**config.mk**
```make
export PLATFORM = sky130hd
export DESIGN_NAME = if_fetch_stage
export DESIGN_NICKNAME = d
export VERILOG_FILES = /design/src/rtl/if_fetch_stage.sv
export SDC_FILE = /design/constraint.sdc
export NUM_CORES = 1
export LEC_CHECK = 0
export CORE_AREA = 2 2 86 88
export DETAILED_ROUTE_END_ITERATION = 8
export DIE_AREA = 0 0 88 90
export GPL_TIMING_DRIVEN = 0
export HOLD_SLACK_MARGIN = 0.12
export PLACE_DENSITY = 0.85
export SETUP_SLACK_MARGIN = 0.02
export SLEW_MARGIN = 20
export SYNTH_ARGS = -nofsm -noshare
export SYNTH_HDL_FRONTEND = slang
export SYNTH_SLANG_ARGS = --single-unit
```
**constraint.sdc**
```tcl
create_clock -name clk -period 3.8 [get_ports clk]
set_input_delay 0.76 -clock clk [delete_from_list [all_inputs] [get_ports clk]]
set_output_delay 0.76 -clock clk [all_outputs]
set_load 0.005 [all_outputs]
```
**src/rtl/if_fetch_stage.sv**
```systemverilog
// Instruction fetch: owns the PC, 0-cycle combinational fetch, 1-cycle redirect; stall holds PC and redirect overrides it.
// Optional build macro FETCH_PERF_CNT_EN adds the perf_fetch_cnt / perf_stall_cnt counters.
module if_fetch_stage #(
  parameter logic [31:0] RESET_PC = 32'h0000_0000,
  parameter logic [31:0] TRAP_PC  = 32'h0000_0100,
  parameter int          IROM_AW  = 14,
  parameter logic [31:0] NOP_INST = 32'h0000_0013
) (
  input  logic               clk,
  input  logic               rst,
  input  logic               pipline_stop,
  input  logic               redirect_valid,
  input  logic [31:0]        redirect_pc,
  output logic [IROM_AW-1:0] irom_addr,
  input  logic [31:0]        irom_data,
  output logic [31:0]        pc_o,
  output logic [31:0]        pc4_o,
  output logic [31:0]        inst_o,
  output logic               misalign_o
`ifdef FETCH_PERF_CNT_EN
  ,
  output logic [31:0]        perf_fetch_cnt,
  output logic [31:0]        perf_stall_cnt
`endif
);

  logic [31:0] pc_q;
  logic        boot_q;
  logic        misalign_q;

  logic [31:0] pc_seq;
  logic [31:0] redirect_tgt;
  logic        redirect_bad;
  logic [31:0] pc_next;
  logic        misalign_next;
  logic        fetch_adv;
  logic        stall_evt;

  always_comb begin
    pc_seq        = pc_q + 32'd4;
    // jalr semantics: bit 0 of the target is always dropped
    redirect_tgt  = redirect_pc & ~32'd1;
    redirect_bad  = redirect_valid & redirect_pc[1];
    pc_next       = pc_q;
    misalign_next = 1'b0;
    fetch_adv     = 1'b0;
    stall_evt     = 1'b0;
    if (boot_q) begin
      pc_next = pc_q;
    end else if (redirect_bad) begin
      pc_next       = TRAP_PC;
      misalign_next = 1'b1;
      fetch_adv     = 1'b1;
    end else if (redirect_valid) begin
      pc_next   = redirect_tgt;
      fetch_adv = 1'b1;
    end else if (pipline_stop) begin
      pc_next   = pc_q;
      stall_evt = 1'b1;
    end else begin
      pc_next   = pc_seq;
      fetch_adv = 1'b1;
    end
  end

  always_ff @(posedge clk or posedge rst) begin
    if (rst) begin
      pc_q       <= RESET_PC;
      boot_q     <= 1'b1;
      misalign_q <= 1'b0;
    end else begin
      pc_q       <= pc_next;
      boot_q     <= 1'b0;
      misalign_q <= misalign_next;
    end
  end

`ifdef FETCH_PERF_CNT_EN
  logic [31:0] fetch_cnt_q;
  logic [31:0] stall_cnt_q;

  always_ff @(posedge clk or posedge rst) begin
    if (rst) begin
      fetch_cnt_q <= 32'd0;
      stall_cnt_q <= 32'd0;
    end else begin
      if (fetch_adv) fetch_cnt_q <= fetch_cnt_q + 32'd1;
      if (stall_evt) stall_cnt_q <= stall_cnt_q + 32'd1;
    end
  end

  assign perf_fetch_cnt = fetch_cnt_q;
  assign perf_stall_cnt = stall_cnt_q;
`else
  logic unused_evt;
  assign unused_evt = fetch_adv ^ stall_evt;
`endif

  // Wrong-path squash happens in the same cycle the redirect is seen
  assign pc_o       = pc_q;
  assign pc4_o      = pc_seq;
  assign irom_addr  = pc_q[IROM_AW+1:2];
  assign inst_o     = (boot_q || redirect_valid) ? NOP_INST : irom_data;
  assign misalign_o = misalign_q;

endmodule

```
==> reports/qor.yml <==
timing:
  setup_viol_count_final: 0
  min_period_ns: 3.55
  relSlewSlack_pct: 51.8
  finalMaxSlewViolations: 0
  tightest_slew_ns: 0.721
  max_freq_mhz: 282
  post-route-period-util_pct: 93.4
  grt_setup_unrepaired: "false"
  worst_clock_skew_ns: 0.00634
  tns_ns: 0
  hold_viol: 0
pwr:
  vdd_ir_drop_max_v: 0.000147
  leakage_nw: 1.88
  power_w: 0.00141
  p_per_area_nw_per_um2: 304
grt:
  antenna_found_initial: 0
  first_global_vias: 3275
  grt-ovfl-total: 0
  track_usage_pct: 25.6
  grt_pass1_wl_microns: 15900
  grt_max_degree: 33
detailed_routing:
  drt-total-wl_microns: 10000
  vias_per_cell: 5.33
  first_pass_iters: 5
  first_iter_violations: 180
  post_drt_wl_per_cell_microns: 16.5
  ant_nets: 0
  vias: 3252
  drc: 0
worst_setup_path:
  crit_type: "reg2out"
  cp_max_fo: 10
  startpoint: "pc_o[2]"
  cp.arrival_ns: 2.79
  startpoint_type: "flop"
  cp-end-kind: "primary output"
  r2r_end: "pc_o[28]"
  required_ns: 3.04
  rrSetupSlack_ns: 1.51
  worstRegToRegCells: 6
  rr_startpoint: "pc_o[2]"
layout:
  n_antenna_cell: 0
  final_common_cell: "clkdlybuf4s50_1"
  area_delta_synth_final_pct: 73.4
  layout_common_cells: "clkdlybuf4s50_1 (173), dfrtp_1 (31), and2_1 (29)"
  layout.cells.non_filler: 610
  finish.net_count: 579
  drive_gt1_share_pct: 8.61
synthesis:
  synth_area_leader_cell: "dfrtp_1"
  ys_types: 48
  synth_area_leaders: "dfrtp_1 (29%), and2_1 (6.8%), xnor2_1 (5.2%), buf_4 (5.1%), o21ai_0 (4.7%)"
  avgSynthCellArea_sq_um: 8.20
  syn_inst: 326
  synth_edf_count: 0
  yosysSeqAreaShare_pct: 30.0
  synth_top_area_share_pct: 29.0
  synth_seq_cells: 32
  ys_async_sr_fraction_pct: 100
  synth_area_sq_um: 2670
  ys.flop_type: "dfrtp_1"
  ys_warn_count: 0
placed_design:
  dp_cells: 602
  port_buffers: 173
  dp_hpwl_microns: 7880
  gp_congestion: 0.896
worst_hold_path:
  whs_path_depth: 2
  holdPathEnd: "pc_o[23]"
  min-delay-start: "pc_o[23]"
  min_path_type: "reg2reg"
die:
  rows: 31
  fp.dieH_microns: 90
  coreArea_sq_um: 7020
  die_area_sq_um: 7920
  ios: 179
  start_util_pct: 38.1
  die_width_microns: 88
clocking:
  clk_latency_ns: 0.29
  clockBufferDepth: 2
  cts_buffers: 5
  clock_sinks: 32
  root_buffer: "clkbuf_8"
  cts-hold-fix-buffers: 0
  clkSlewWorstSetupHoldPaths_ns: 0.07
  cts_htree_levels: 2
  cts_tree: "yes"
status:
  status: "finished clean"
job:
  drv_cap: 0
[worst max-delay path by stage]
stage                       endpoint  slack, ns  depth (start not counted)
after floorplan           inst_o[21]       1.41                          5
after global placement    inst_o[25]       0.22                          7
after detailed placement  inst_o[25]       0.19                          7
after CTS                 inst_o[25]       0.19                          7
after global routing       pc4_o[22]       0.02                          6
final                      pc4_o[22]       0.25                          6
[stage by stage]
step / instance area, sq um / util (%) / worst slack, ns / hold WS (ns)
floorplan: 2690 / - / 1.41 / 0.549
global placement: 4540 / 64.7 / 0.224 / 0.568
detailed placement: 4540 / 64.7 / 0.188 / 0.580
CTS: 4630 / 66.0 / 0.188 / 0.588
global route: 4630 / 66.0 / 0.0249 / 0.614
finish: 4630 / 66.0 / 0.250 / 0.590
[cell families after synthesis]
family          Yosys count  synth area share (%)
simple gates            124                  29.3
compound gates           87                  20.7
buf+inv                  53                  10.2
other cells               1                 0.140
xor+xnor                 28                  9.18
fa+ha+maj                 1                 0.468
flops                    32                  30.0
[sequential cells by signal (all words and copies together) (netlist names)]
register / count
boot_q: 1
misalign_o: 1
pc_o: 30
[cell usage after synthesis, drive strengths merged (3+ instances only)]
cell     number
a221oi        3
and2         29
nand2        18
or3           4
o31a          6
nor3          3
a21oi        21
o22ai         7
o2bb2ai       5
nor2         20
nand3        17
a211oi        3
a22oi         9
and3          9
clkbuf       18
nor4          6
xor2         12
dfrtp        31
xnor2        16
buf          24
and4          4
nand4         8
inv          11
o21ai        25
[layout make-up]
class	instances	area, sq um
clock buffer	8	90.1
fill	594	2390
multi-input combinational	245	1610
sequential	32	802
inverter	11	41.3
timing repair buffer	173	1730
tap	99	124
buffer	42	233
[routing by layer]
metal / GRT usage (%) / part of all wire, %
met2: 45.6 / 53
met1: 27.3 / 34
met5: 0 / 0
met3: 5.97 / 7.7
met4: 13.1 / 4.7
[report_power, final]
part	switching (W)	internal, W	total [W]
sequential	0.0000931	0.000390	0.000483
combinational	0.000230	0.000411	0.000640
clock	0.000138	0.000148	0.000286
total	0.000461	0.000949	0.00141
[critical path, cell delays in order, from the launching register on]
cell             delay, ns
dfrtp_1               0.50
ha_1                  0.31
nand3_2               0.22
nor2_2                0.45
nand4_1               0.27
xnor2_1               0.20
clkdlybuf4s50_1       0.53
[what timing repair did]
action / 4_1_cts / 5_1_grt
resized for setup: 0 / 2
buffers inserted: 0 / 0
setup endpoints to repair: 0 / 3
Note: power is estimated with default switching activity, not from simulation.
==> RTL change 1 (same flow settings) <==
Add a define of `FETCH_PERF_CNT_EN`.
--- a/src/rtl/if_fetch_stage.sv
+++ b/src/rtl/if_fetch_stage.sv
@@ -1,4 +1,6 @@
 // Instruction fetch: owns the PC, 0-cycle combinational fetch, 1-cycle redirect; stall holds PC and redirect overrides it.
 // Optional build macro FETCH_PERF_CNT_EN adds the perf_fetch_cnt / perf_stall_cnt counters.
+`define FETCH_PERF_CNT_EN
+
 module if_fetch_stage #(
   parameter logic [31:0] RESET_PC = 32'h0000_0000,
Function (old outputs only; new: perf_fetch_cnt and perf_stall_cnt): kept (Yosys induction, for registers that start in step).
==> RTL change 1 against the original RTL <==
The run now fails in 3_3_place_gp. Synthesized cell count grew 96%. Synthesized area rose by 120%.
==> RTL change 1: results (changes against the original RTL) <==
- Outcome: did not finish (was complete, no violations)
- It got as far as 3_3_place_gp and failed there.
* Error that halted the flow: [ERROR GPL-0301] Utilization 130.901 % exceeds 100%.
* Syn. warnings: 0 (unchanged)
- Prevailing post-synth register cell: sky130_fd_sc_hd__dfrtp_1 (unchanged)
- Leading cell types by total area after synthesis: sky130_fd_sc_hd__dfrtp_1 (40%), sky130_fd_sc_hd__xnor2_1 (11%), sky130_fd_sc_hd__nand4_1 (5.8%), sky130_fd_sc_hd__and2_1 (4.1%), sky130_fd_sc_hd__nand3_1 (2.9%) (was sky130_fd_sc_hd__dfrtp_1 (29%), sky130_fd_sc_hd__and2_1 (6.8%), sky130_fd_sc_hd__xnor2_1 (5.2%), sky130_fd_sc_hd__buf_4 (5.1%), sky130_fd_sc_hd__o21ai_0 (4.7%))
- Cell count after synthesis: 639 (was 326)
- Core Rows: 31 (unchanged)
- PortBufs: 235 (was 173)
* Sequential area share after synthesis: 0.404 (was 0.300)
- Leading post-synthesis cells by instance count: sky130_fd_sc_hd__dfrtp_1 (95), sky130_fd_sc_hd__xnor2_1 (74), sky130_fd_sc_hd__nand4_1 (55) (was sky130_fd_sc_hd__dfrtp_1 (31), sky130_fd_sc_hd__and2_1 (29), sky130_fd_sc_hd__o21ai_0 (25)).
- Async S/R FF share, synth: 1.00 (unchanged)
* Distinct cell type count after synthesis: 61 (was 48)
- Flops & latches, synth: 96 (was 32)
RTL change 1: changes by cell type after synthesis, sizes merged, moves of 12 or more:
cell / change
dfrtp: +64
xnor2: +59
nand4: +51
nand3: +17
nand2: +15
nor4b: +13
buf: +12
nor3: +12
o21ai: -12
RTL change 1: logic make-up after synthesis:
| group | count (synthesis) | share of synthesized area |
|---|---|---|
| simple gates | 286 | 0.290 |
| flops | 96 | 0.404 |
| mux | 2 | 0.00378 |
| xor+xnor | 89 | 0.132 |
| buf+inv | 85 | 0.0727 |
| fa+ha+maj | 3 | 0.00631 |
| other cells | 1 | 0.000630 |
| compound gates | 77 | 0.0910 |
==> RTL change 2 (same flow settings) <==
Made on the original files. Put one more register stage on the output `pc_o`, with the module's reset. The value now appears one clock later. The other outputs are not delayed to match.
--- a/src/rtl/if_fetch_stage.sv
+++ b/src/rtl/if_fetch_stage.sv
@@ -98,5 +98,11 @@
 
   // Wrong-path squash happens in the same cycle the redirect is seen
-  assign pc_o       = pc_q;
+  always_ff @(posedge clk or posedge rst) begin
+    if (rst) begin
+      pc_o <= '0;
+    end else begin
+      pc_o <= pc_q;
+    end
+  end
   assign pc4_o      = pc_seq;
   assign irom_addr  = pc_q[IROM_AW+1:2];
Function: changed (Yosys sat finds a counterexample within 4 cycles, from zero or initial values and one cycle with rst high).
==> RTL change 2 against the original RTL <==
Sequential share of layout area rose by 10 points. Worst setup slack improved by 29 ps. Largest cell class unchanged. Non-clock buffer count rose by 1. Synthesized area rose by 33%. Combinational power rose by 3%. Total power rose by 54%. Sequential power rose by 80%. Wire length rose by 16%. Sequential cell count rose by 30. Final area rose by 22%. Critical path type unchanged.
==> RTL change 2: results (changes against the original RTL) <==
* Outcome: complete, no violations (unchanged)
- The layout buffer count excluding clock buffers is 216 (was 215).
- Num CTS Buffers: 9 (was 5)
- The number of clock-tree buffers in the layout came to 12 (was 8).
- The count of different cell masters after synthesis is 58 (was 48).
- The share of cells above drive strength 1 is 0.113 (was 0.0861).
- Sequential Area: 1550 µm² (was 802 µm²)
- Post-synthesis compound-gate area fraction: 0.144 (was 0.207)
- The instance count along the most critical hold path is 0 (was 2).
- The final weighted congestion of routability-driven global placement is 0.919 (was 0.896).
- The multiplexer share of the synthesized area is 0.00564 (was 0).
- The total combinational power is 659 µW (was 640 µW).
- Global-route total usage across every layer: 0.300 (was 0.256)
- The count of non-CTS inverters in the layout came to 7 (was 11).
- Crit path capture: pc4_o[23] (was pc4_o[22])
- The mean number of vias per cell is 5.58 (was 5.33).
* Worst skew pair latency: 350 ps (was 290 ps)
- Worst setup path startpoint: pc_q[9] (was pc_o[2])
- The sequential element share of the synthesized area is 0.438 (was 0.300).
* Post-Synth XOR/XNOR Area: 0.0691 (was 0.0918)
- The number of port buffers is 172 (was 173).
* Fraction of standard cell area in multi-input logic: 0.307 (was 0.348)
- The terminating pin of the worst hold path was pc_o[20] (was pc_o[23]).
- Critical path peak fanout: 9 (was 10)
- Final Critical Period: 3520 ps (was 3550 ps)
- Flops & latches, synth: 62 (was 32)
- Transition time of the tightest slew-check pin: 660 ps (was 721 ps)
- The worst setup timing slack at the placement stage came to 703 ps (was 188 ps).
- Setup slack of the worst register-to-register path: 1560 ps (was 1510 ps)
- Leakage: 0.00234 µW (was 0.00188 µW)
- Final-stage net count: 631 (was 579)
- Flop+latch power: 869 µW (was 483 µW)
- The data-path buffer share of cell area in the final layout was 0.353 (was 0.424).
- Fillers: 476 (was 594)
- The clock network area share came to 0.0381 (was 0.0194).
## RTL change 2: changes by cell type after synthesis, sizes merged, moves of 6 or more
cell,unedited run,this run
a21oi,21,15
dfrtp,31,61
nand2,18,28
nor3,3,9
o22ai,7,1
o31a,6,0
## RTL change 2: metrics by stage
step / cells / power [µW] / instance area, µm² / util / hold WS (ps)
floorplan: 378 / 1110 / 3560 / - / 349
global placement: 649 / 1510 / 5410 / 0.770 / 373
detailed placement: 650 / 1540 / 5440 / 0.775 / 377
CTS: 666 / 2170 / 5650 / 0.805 / 388
global route: 666 / 2260 / 5650 / 0.805 / 395
finish: 666 / 2170 / 5650 / 0.805 / 385
## RTL change 2: layer usage
metal  vias up  part of all wire  GRT usage
met5         -                 0          0
met4         0             0.027      0.112
met3        39             0.092     0.0744
met2       256              0.52      0.510
met1      1750              0.36      0.360
li1       1674                 -          -
